===== src/rtl/tx_data_fifo.sv =====
// Show-ahead byte FIFO between the AHB-side slave and the USB TX serializer.
// Flags come from a registered occupancy count. Error flags are sticky until flush or reset.
module tx_data_fifo #(
  parameter int DEPTH = 64
) (
  input  logic                       clk,
  input  logic                       rst,
  input  logic                       store_tx_data,
  input  logic [7:0]                 tx_data,
  input  logic                       get_tx_packet_data,
  input  logic                       flush,
  output logic [7:0]                 tx_packet_data,
  output logic [$clog2(DEPTH):0]     buffer_occupancy,
  output logic                       buffer_full,
  output logic                       buffer_empty,
  output logic                       overflow_err,
  output logic                       underflow_err
);

  localparam int AW = $clog2(DEPTH);
  localparam logic [AW-1:0] PTR_ONE  = AW'(1);
  localparam logic [AW:0]   OCC_ONE  = (AW+1)'(1);
  localparam logic [AW:0]   OCC_FULL = (AW+1)'(DEPTH);

  logic [7:0]    mem_q [DEPTH];
  logic [AW-1:0] wr_ptr_q, wr_ptr_d;
  logic [AW-1:0] rd_ptr_q, rd_ptr_d;
  logic [AW:0]   occ_q, occ_d;
  logic          ovf_q, ovf_d;
  logic          udf_q, udf_d;
  logic          full, empty, wr_en, rd_en;

  assign full  = (occ_q == OCC_FULL);
  assign empty = (occ_q == '0);
  assign wr_en = store_tx_data && !full && !flush;
  assign rd_en = get_tx_packet_data && !empty && !flush;

  always_comb begin
    wr_ptr_d = wr_ptr_q;
    rd_ptr_d = rd_ptr_q;
    occ_d    = occ_q;
    ovf_d    = ovf_q;
    udf_d    = udf_q;
    if (flush) begin
      wr_ptr_d = '0;
      rd_ptr_d = '0;
      occ_d    = '0;
      ovf_d    = 1'b0;
      udf_d    = 1'b0;
    end else begin
      if (wr_en) wr_ptr_d = wr_ptr_q + PTR_ONE;
      if (rd_en) rd_ptr_d = rd_ptr_q + PTR_ONE;
      case ({wr_en, rd_en})
        2'b10:   occ_d = occ_q + OCC_ONE;
        2'b01:   occ_d = occ_q - OCC_ONE;
        default: occ_d = occ_q;
      endcase
      if (store_tx_data && full)      ovf_d = 1'b1;
      if (get_tx_packet_data && empty) udf_d = 1'b1;
    end
  end

  always_ff @(posedge clk) begin
    if (rst) begin
      wr_ptr_q <= '0;
      rd_ptr_q <= '0;
      occ_q    <= '0;
      ovf_q    <= 1'b0;
      udf_q    <= 1'b0;
    end else begin
      wr_ptr_q <= wr_ptr_d;
      rd_ptr_q <= rd_ptr_d;
      occ_q    <= occ_d;
      ovf_q    <= ovf_d;
      udf_q    <= udf_d;
    end
  end

  // Storage is never cleared; the empty check below hides stale bytes.
  always_ff @(posedge clk) begin
    if (!rst && wr_en) mem_q[wr_ptr_q] <= tx_data;
  end

  assign tx_packet_data   = empty ? 8'h00 : mem_q[rd_ptr_q];
  assign buffer_occupancy = occ_q;
  assign buffer_full      = full;
  assign buffer_empty     = empty;
  assign overflow_err     = ovf_q;
  assign underflow_err    = udf_q;

endmodule


===== config.mk =====
export PLATFORM = sky130hd
export DESIGN_NAME = tx_data_fifo
export DESIGN_NICKNAME = d
export VERILOG_FILES = /design/src/rtl/tx_data_fifo.sv
export SDC_FILE = /design/constraint.sdc
export NUM_CORES = 1
export LEC_CHECK = 0
export BUFFER_PORTS_ARGS = -buffer_cell sky130_fd_sc_hd__buf_4
export CAP_MARGIN = 20
export CORE_ASPECT_RATIO = 1.75
export CORE_MARGIN = 2
export CORE_UTILIZATION = 55
export CTS_BUF_LIST = sky130_fd_sc_hd__clkbuf_8
export DETAILED_ROUTE_END_ITERATION = 8
export PLACE_DENSITY_LB_ADDON = 0.08
export SYNTH_ARGS = -nofsm -noshare
export SYNTH_HDL_FRONTEND = slang
export SYNTH_SLANG_ARGS = --single-unit

===== constraint.sdc =====
create_clock -name clk -period 3 [get_ports clk]
set_input_delay 0.45 -clock clk [delete_from_list [all_inputs] [get_ports clk]]
set_output_delay 0.45 -clock clk [all_outputs]
set_load 0.005 [all_outputs]

==> impl_metrics.ini, run 1 <==
[run_status]
status = finished with violations
violations = negative setup slack

[synth]
synthArstFlopShare = 0
netlist_area_um2 = 21100
yosysSeqAreaShare = 0.755
postSynthNetCount = 1066
synth_edf_count = 512
yosysWarningCount = 0
ys.flop_type = edfxtp_1
synth_cells = 1044
synth-seq-cells = 539
ys_types = 52
synth.avg_cell_area_um2 = 20.2

[drt]
dr.pass1.iters = 5
viasPerCell = 6.25
drc = 0
drt_iter0_drc = 1104
wl_per_cell_um = 29.3
routed_wirelength_mm = 51.4
ant_nets = 0
vias = 10954

[critical_path]
crit_family = multiplexers
r2r-start = buffer_occupancy[0]$_SDFFE_PP0P_
reg2reg_depth = 10
start_kind = flop
crit_fanout = 6
max_stage_delay_ps = 550
r2r_slack_ps = 300
crit_buf_inv = 3
cpMaxStageDelayCell = mux4_2
cp.depth = 7
crit_type = flop to primary output
arrival_ps = 2790
crit_top_cell = mux4_2
crit_path_end_kind = primary output
critPathRequiredTime_ps = 2550
worstPathCellList = buf_12 > buf_16 > mux4_2 > mux4_2 > a21oi_2 > o22ai_2 > buf_4

[clock_network]
cts_hold_buf = 0
cts_buffers = 76
clock-root-buffer = clkbuf_8
clock_latency_ps = 650
clockBufferDepth = 3
cts_tree = yes
htree_num_levels = 3
numClockSinks = 539
clk_transition_reported_paths_ps = 70

[timing]
whs_ps = 57.6
timing.final.ws_setup_ps = -244
final-hold-violation-count = 0
maxSlewHeadroom = 0.325
worstMarginPinSlew_ps = 1010
finalCritPeriodShare = 1.08
finalMaxSlewViolations = 0
setup_tns_ps = -1530
fmax_mhz = 308
finalSetupViolations = 8
rsz0062_at_grt = true
skew_ps = 29.1
fin_crit_ps = 3240

[place]
hpwl_mm = 31.7
pre_cts_slack_ps = 193
gp_congestion = 0.830
port_buffers = 31
dpl_cell_area_um2 = 22400

[grt]
gr-usage-met3 = 0.0419
grt_overflow_total = 0
use_met1 = 0.323
grt_pass1_vias = 11313
grt_pass1_wl_mm = 75.1
track_usage = 0.261
use_met2 = 0.464
antenna_found_initial = 1
grt.busiest_layer = met2
grt_max_degree = 65

[floorplan]
die_y_um = 263
initial_core_util = 0.558
core_um2 = 37800
num_rows = 94
ioPinCount = 32
die_w_um = 152
dieArea_um2 = 40000

[worst_hold_path]
holdCritPathClass = input port to flop
holdPathStages = 3
min_from = get_tx_packet_data

[finish]
drive_above_1_share = 0.353
area_growth_pct = 17.2
finalInstanceArea_um2 = 24700
nets = 1236

[pwr]
peakVddDrop_uv = 365
p_per_area_nw_per_um2 = 576
p_leak_nw = 7.83

[job]
cap_violations = 0
## cells in the mapped netlist (2+ instances only)
library cell | number | area [um^2]
edfxtp_1 | 512 | 15400
mux4_2 | 130 | 2930
nor2_1 | 92 | 345
o22ai_1 | 28 | 175
dfxtp_1 | 27 | 541
nand2_1 | 24 | 90.1
clkbuf_1 | 19 | 71.3
a21oi_1 | 17 | 85.1
mux2i_1 | 17 | 170
a22oi_1 | 14 | 105
buf_2 | 13 | 65.1
nor2b_1 | 10 | 62.6
buf_6 | 9 | 101
inv_1 | 9 | 33.8
a211oi_1 | 8 | 60.1
buf_4 | 8 | 60.1
ha_1 | 8 | 100
nor3_1 | 8 | 40.0
xor2_1 | 8 | 70.1
o21ai_0 | 7 | 35.0
o221ai_1 | 7 | 61.3
nand3_1 | 6 | 30.0
buf_1 | 5 | 18.8
a22o_1 | 4 | 35.0
nand2b_1 | 4 | 25.0
nand3b_1 | 4 | 30.0
or2_2 | 4 | 25.0
and3_1 | 3 | 18.8
nand4_1 | 3 | 18.8
o21ai_1 | 3 | 15.0
or3_1 | 3 | 18.8
xnor2_1 | 3 | 26.3
a21o_1 | 2 | 15.0
a311oi_1 | 2 | 17.5
a31o_2 | 2 | 17.5
nor4_2 | 2 | 25.0
o211ai_1 | 2 | 15.0
o21a_1 | 2 | 15.0
or3b_2 | 2 | 17.5
## flip-flops by register name (all words and copies together) (netlist names), named ones only
name              cells
wr_ptr_q              6
rd_ptr_q              6
overflow_err          1
underflow_err         1
buffer_occupancy      7
mem_q               512
## tightest hold or removal path, delay by kind of cell
| kind | cells | cell delay [ps] |
|---|---|---|
| buffers and inverters | 1 | 80 |
| and+or+nand+nor | 1 | 70 |
| AOI/OAI and AO/OA | 1 | 50 |
## power by group
| part | switching, mW | internal, mW | total, mW |
|---|---|---|---|
| sequential | 0.00547 | 8.23 | 8.24 |
| clock | 2.70 | 2.96 | 5.66 |
| combinational | 0.212 | 0.107 | 0.320 |
| total | 2.92 | 11.3 | 14.2 |
## cell families after synthesis
family | Yosys count | share of synthesized area
XOR/XNOR | 11 | 0.00457
AO/OA/AOI/OAI | 105 | 0.0337
multiplexers | 147 | 0.147
AND/OR/NAND/NOR | 170 | 0.0371
buffers and inverters | 63 | 0.0166
adder cells (fa/ha/maj) | 9 | 0.00570
flip-flops | 539 | 0.755
## through the flow
| stage | instances | utilization | power (mW) |
|---|---|---|---|
| after floorplan | 1044 | - | 8.50 |
| after global placement | 1591 | 0.593 | 8.67 |
| after detailed placement | 1591 | 0.593 | 8.68 |
| after CTS | 1748 | 0.652 | 14.3 |
| after global routing | 1753 | 0.654 | 14.7 |
| final | 1753 | 0.654 | 14.2 |
## area by class of cell
cell class	instances	area, um^2
multi-input combinational	442	5140
timing repair buffer	146	1500
tap	480	601
antenna	1	2.50
fill	2541	13100
clock inverter	54	365
sequential	539	15900
inverter	9	33.8
clock buffer	82	1130
## worst paths after layout
check / endpoint
worst max-delay path: tx_packet_data[7]
worst max register to register: buffer_occupancy[4]$_SDFFE_PP0P_
worst min-delay path: underflow_err$_SDFFE_PP0P_
worst min register to register: underflow_err$_SDFFE_PP0P_
## what timing repair did
| action | CTS | global route |
|---|---|---|
| gates cloned | 9 | 2 |
| resized for setup | 78 | 14 |
| setup endpoints to repair | 8 | 8 |
| setup buffers | 12 | 4 |
| pin swaps | 17 | 6 |
## layer usage
metal,routed length [um],vias to the layer above
met2,28100,434
li1,-,4658
met1,18700,5773
met5,0,-
met4,1490,0
met3,3160,89
## cells in the final DEF (no fill, tap or decap), drive strengths merged, types with 3 or more instances in the layout
cell type	n
nand2	24
a22o	4
clkinvlp	4
ha	8
nor2	92
nor4	3
o221ai	7
xor2	8
clkbuf	84
a211oi	8
bufinv	5
nand2b	4
or2	5
buf	144
o21ai	10
nor3	8
mux2i	17
a22oi	14
o22ai	28
clkinv	23
and3	3
dfxtp	27
inv	31
or3	3
mux4	130
nor2b	10
xnor2	3
nand4	3
nand3	6
edfxtp	512
nand3b	4
a21oi	17
(Power assumes the default switching activity.)
==> run 2: changes to the inputs <==
clock period = 2.91 ns   (was 3 ns; I/O delays follow)
==> impl_metrics.ini, run 2 (synthesis results as in run 1) <==
[floorplan]
dieArea_um2 = 40000
core_um2 = 37800
ioPinCount = 32
die_y_um = 263
num_rows = 94
initial_core_util = 0.558
die_w_um = 152

[finish]
fillers = 2569
largest_register_ffs = 512
nets = 1260
instances_no_fill = 1779
drive_above_1_share = 0.347
top_register = mem_q
area_growth_pct = 17.2
final_common_cell = edfxtp_1
layout_common_cells = edfxtp_1, buf_4, mux4_2, nor2_1, clkbuf_8

[critical_path]
r2r_slack_ps = 180
start_kind = flop
crit_path_end_kind = primary output
crit_type = flop to primary output
worstPathCellList = buf_12 > buf_16 > buf_6 > mux4_2 > o22ai_2 > a211oi_1 > buf_4 > a22o_1 > buf_4
crit_family = buffers and inverters
critPathRequiredTime_ps = 2470
max_stage_delay_ps = 520
crit_fanout = 8
crit_buf_inv = 5
arrival_ps = 2790
cpMaxStageDelayCell = mux4_2
crit_top_cell = buf_4

[timing]
whs_ps = 52.7
setup_tns_ps = -2350
finalCritPeriodShare = 1.11
worstMarginPinSlew_ps = 1010
skew_ps = 24.6
rsz0062_at_grt = true
fmax_mhz = 310
timing.final.ws_setup_ps = -318
finalSetupViolations = 8
fin_crit_ps = 3230
finalMaxSlewViolations = 0
final-hold-violation-count = 0
maxSlewHeadroom = 0.327

[clock_network]
numClockSinks = 539
clock-root-buffer = clkbuf_8
clk_transition_reported_paths_ps = 60
clockBufferDepth = 3
cts_tree = yes
htree_num_levels = 3
cts_hold_buf = 0
cts_buffers = 76
clock_latency_ps = 640

[grt]
grt_max_degree = 65
track_usage = 0.260
grt_pass1_vias = 11305
grt_overflow_total = 0
grt_pass1_wl_mm = 75.1
antenna_found_initial = 2

[drt]
wl_per_cell_um = 28.6
dr.pass1.iters = 6
drt_iter0_drc = 869
vias = 10973
ant_nets = 0
drc = 0
routed_wirelength_mm = 50.8
viasPerCell = 6.17

[place]
port_buffers = 31
hpwl_mm = 32.0
gp_congestion = 0.885
dp.cells = 1623
pre_cts_slack_ps = 160

[pwr]
peakVddDrop_uv = 396
p_leak_nw = 7.91
p_per_area_nw_per_um2 = 586

[worst_hold_path]
holdCritPathClass = input port to flop

[run_status]
status = finished with violations
violations = negative setup slack

[job]
cap_violations = 0
==> run 2: what timing repair did <==
| item | in CTS | in global routing |
|---|---|---|
| gates cloned | 4 | 1 |
| endpoints found under the setup margin | 8 | 9 |
| pin swaps | 7 | 5 |
| gates resized for setup | 51 | 20 |
| setup buffers | 6 | 6 |
==> run 2: metal layers <==
metal	routed length [um]	track usage
met1	18800	0.325
met4	2310	0.117
met3	3160	0.0518
met2	26600	0.442
met5	13	0
==> run 2: area by class of cell <==
cell class / instances / area [um^2] / share of cell area
sequential: 539 / 15900 / 0.645
multi-input combinational: 442 / 5060 / 0.205
timing repair buffer: 170 / 1630 / 0.0660
clock buffer: 81 / 1110 / 0.0452
tap: 480 / 601 / 0.0243
clock inverter: 57 / 322 / 0.0130
inverter: 9 / 33.8 / 0.00137
antenna: 1 / 2.50 / 0.000101
==> run 2: stage by stage <==
step | utilization | power, mW | area (um^2)
after detailed placement | 0.601 | 8.96 | 22700
after floorplan | - | 8.76 | 21100
after global routing | 0.654 | 14.9 | 24700
after CTS | 0.649 | 14.6 | 24500
final | 0.654 | 14.5 | 24700
after global placement | 0.601 | 8.96 | 22700
==> run 2: path summary, 6_finish.rpt <==
kind / start / end / depth (start not counted)
max reg2reg: buffer_occupancy[1]$_SDFFE_PP0P_ / buffer_occupancy[4]$_SDFFE_PP0P_ / 12
min reg2reg: underflow_err$_SDFFE_PP0P_ / underflow_err$_SDFFE_PP0P_ / 2
min: store_tx_data / overflow_err$_SDFFE_PP0P_ / 3
max: flop / tx_packet_data[0] / 9
==> run 2: where the power goes <==
part	switching, mW	internal, mW
Clock	2.79	2.85
Combinational	0.216	0.109
Sequential	0.00536	8.49
==> run 2: worst min-delay path: stages <==
cell     delay [ps]
buf_4            90
a21oi_1          50
nor2_1           70
==> run 3: changes to the inputs <==
SKIP_CTS_REPAIR_TIMING = 1   (was not set)
==> impl_metrics.ini, run 3 (synthesis results as in run 1) <==
[run_status]
status = finished with violations
violations = negative setup slack

[timing]
finalSetupViolations = 8
final-hold-violation-count = 0
finalMaxSlewViolations = 0
worstMarginPinSlew_ps = 1010
rsz0062_at_grt = true
fmax_mhz = 306
skew_ps = 21.2
finalCritPeriodShare = 1.12
timing.final.ws_setup_ps = -354
whs_ps = 48.4
maxSlewHeadroom = 0.326
fin_crit_ps = 3260

[finish]
finalInstanceArea_um2 = 24700
instances_no_fill = 1785
drive_above_1_share = 0.350
final_common_cell = edfxtp_1
fillers = 2567
largest_register_ffs = 512
area_growth_pct = 17.3
top_register = mem_q
nets = 1266
layout_common_cells = edfxtp_1, buf_4, mux4_2, nor2_1, clkbuf_8
utilization = 0.655

[place]
port_buffers = 31
gp_congestion = 0.885
hpwl_mm = 32.0
pre_cts_slack_ps = 160
dpl_cell_area_um2 = 22700
dp.cells = 1623

[drt]
drt_iter0_drc = 982
vias = 10928
routed_wirelength_mm = 51.1
wl_per_cell_um = 28.6
ant_nets = 0
drc = 0
viasPerCell = 6.12
dr.pass1.iters = 5

[critical_path]
arrival_ps = 2830
crit_fanout = 7
critPathRequiredTime_ps = 2470
crit_buf_inv = 4
crit_type = flop to primary output
crit_path_end_kind = primary output
start_kind = flop
worstPathCellList = buf_6 > clkbuf_16 > buf_4 > mux4_2 > o221ai_2 > o21ai_2 > a22o_1 > buf_4
cpMaxStageDelayCell = mux4_2
max_stage_delay_ps = 580
crit_top_cell = buf_4
crit_family = compound AO/OA/AOI/OAI gates

[grt]
grt_max_degree = 65
track_usage = 0.253
grt_overflow_total = 0
antenna_found_initial = 1
grt_pass1_vias = 11213
grt_pass1_wl_mm = 73.4

[pwr]
switchingPower_mw = 3.01
p_leak_nw = 7.93
p_seq_frac = 0.587
p_per_area_nw_per_um2 = 585
swShare = 0.208
clkPwrFrac = 0.390
peakVddDrop_uv = 397
comb_power_share = 0.023
internal-power_mw = 11.4

[clock_network]
clock_latency_ps = 640
clock-root-buffer = clkbuf_8
numClockSinks = 539
cts_buffers = 76
htree_num_levels = 3
clk_transition_reported_paths_ps = 60
clockBufferDepth = 3
cts_tree = yes

[floorplan]
die_w_um = 152
initial_core_util = 0.558
ioPinCount = 32
num_rows = 94
die_y_um = 263
dieArea_um2 = 40000
core_um2 = 37800

[worst_hold_path]
holdCritPathClass = input port to flop

[job]
cap_violations = 0
[run 3: final cells by class]
class	instances	area, um^2	share of cell area
diodes	1	2.50	0.000101
clock buffers	81	1110	0.0451
clock inverters	57	322	0.0130
inverters	9	33.8	0.00137
multi-input cells	442	5050	0.204
flip-flops and latches	539	15900	0.644
well taps	480	601	0.0243
repair buffers	176	1670	0.0676
[run 3: metrics by stage]
| stage | power, mW | TNS (ps) |
|---|---|---|
| 2_1_floorplan | 8.76 | 0 |
| 3_3_place_gp | 8.96 | 0 |
| 3_5_place_dp | 8.96 | 0 |
| 4_1_cts | 14.5 | -3390 |
| 5_1_grt | 14.9 | -2830 |
| 6_report | 14.5 | -2360 |
[run 3: worst paths after layout]
path                                                        from                          endpoint  slack (ps)  cells after the start
worst min-delay path                               store_tx_data         overflow_err$_SDFFE_PP0P_          50                      3
worst max register to register  buffer_occupancy[1]$_SDFFE_PP0P_  buffer_occupancy[4]$_SDFFE_PP0P_         240                     11
worst max-delay path                                        flop                 tx_packet_data[0]        -350                      8
worst min register to register        underflow_err$_SDFFE_PP0P_        underflow_err$_SDFFE_PP0P_         470                      2
[run 3: per-layer routing]
metal | wire, um | global-route usage | vias up
li1 | - | - | 4727
met1 | 19000 | 0.317 | 5707
met2 | 27300 | 0.435 | 405
met3 | 3080 | 0.0503 | 89
met4 | 1720 | 0.105 | 0
met5 | 0 | 0 | -
[run 3: tightest hold or removal path, cell delays in order]
cell,delay (ps)
buf_4,90
a21oi_1,50
nor2_1,70
[run 3: power groups by stage]
stage	registers [mW]	clock network, mW	logic [mW]
after detailed placement	8.66	0	0.304
after global placement	8.66	0	0.298
final	8.49	5.64	0.327
after floorplan	8.66	0	0.104
after CTS	8.49	5.75	0.304
after global routing	8.49	6.09	0.351
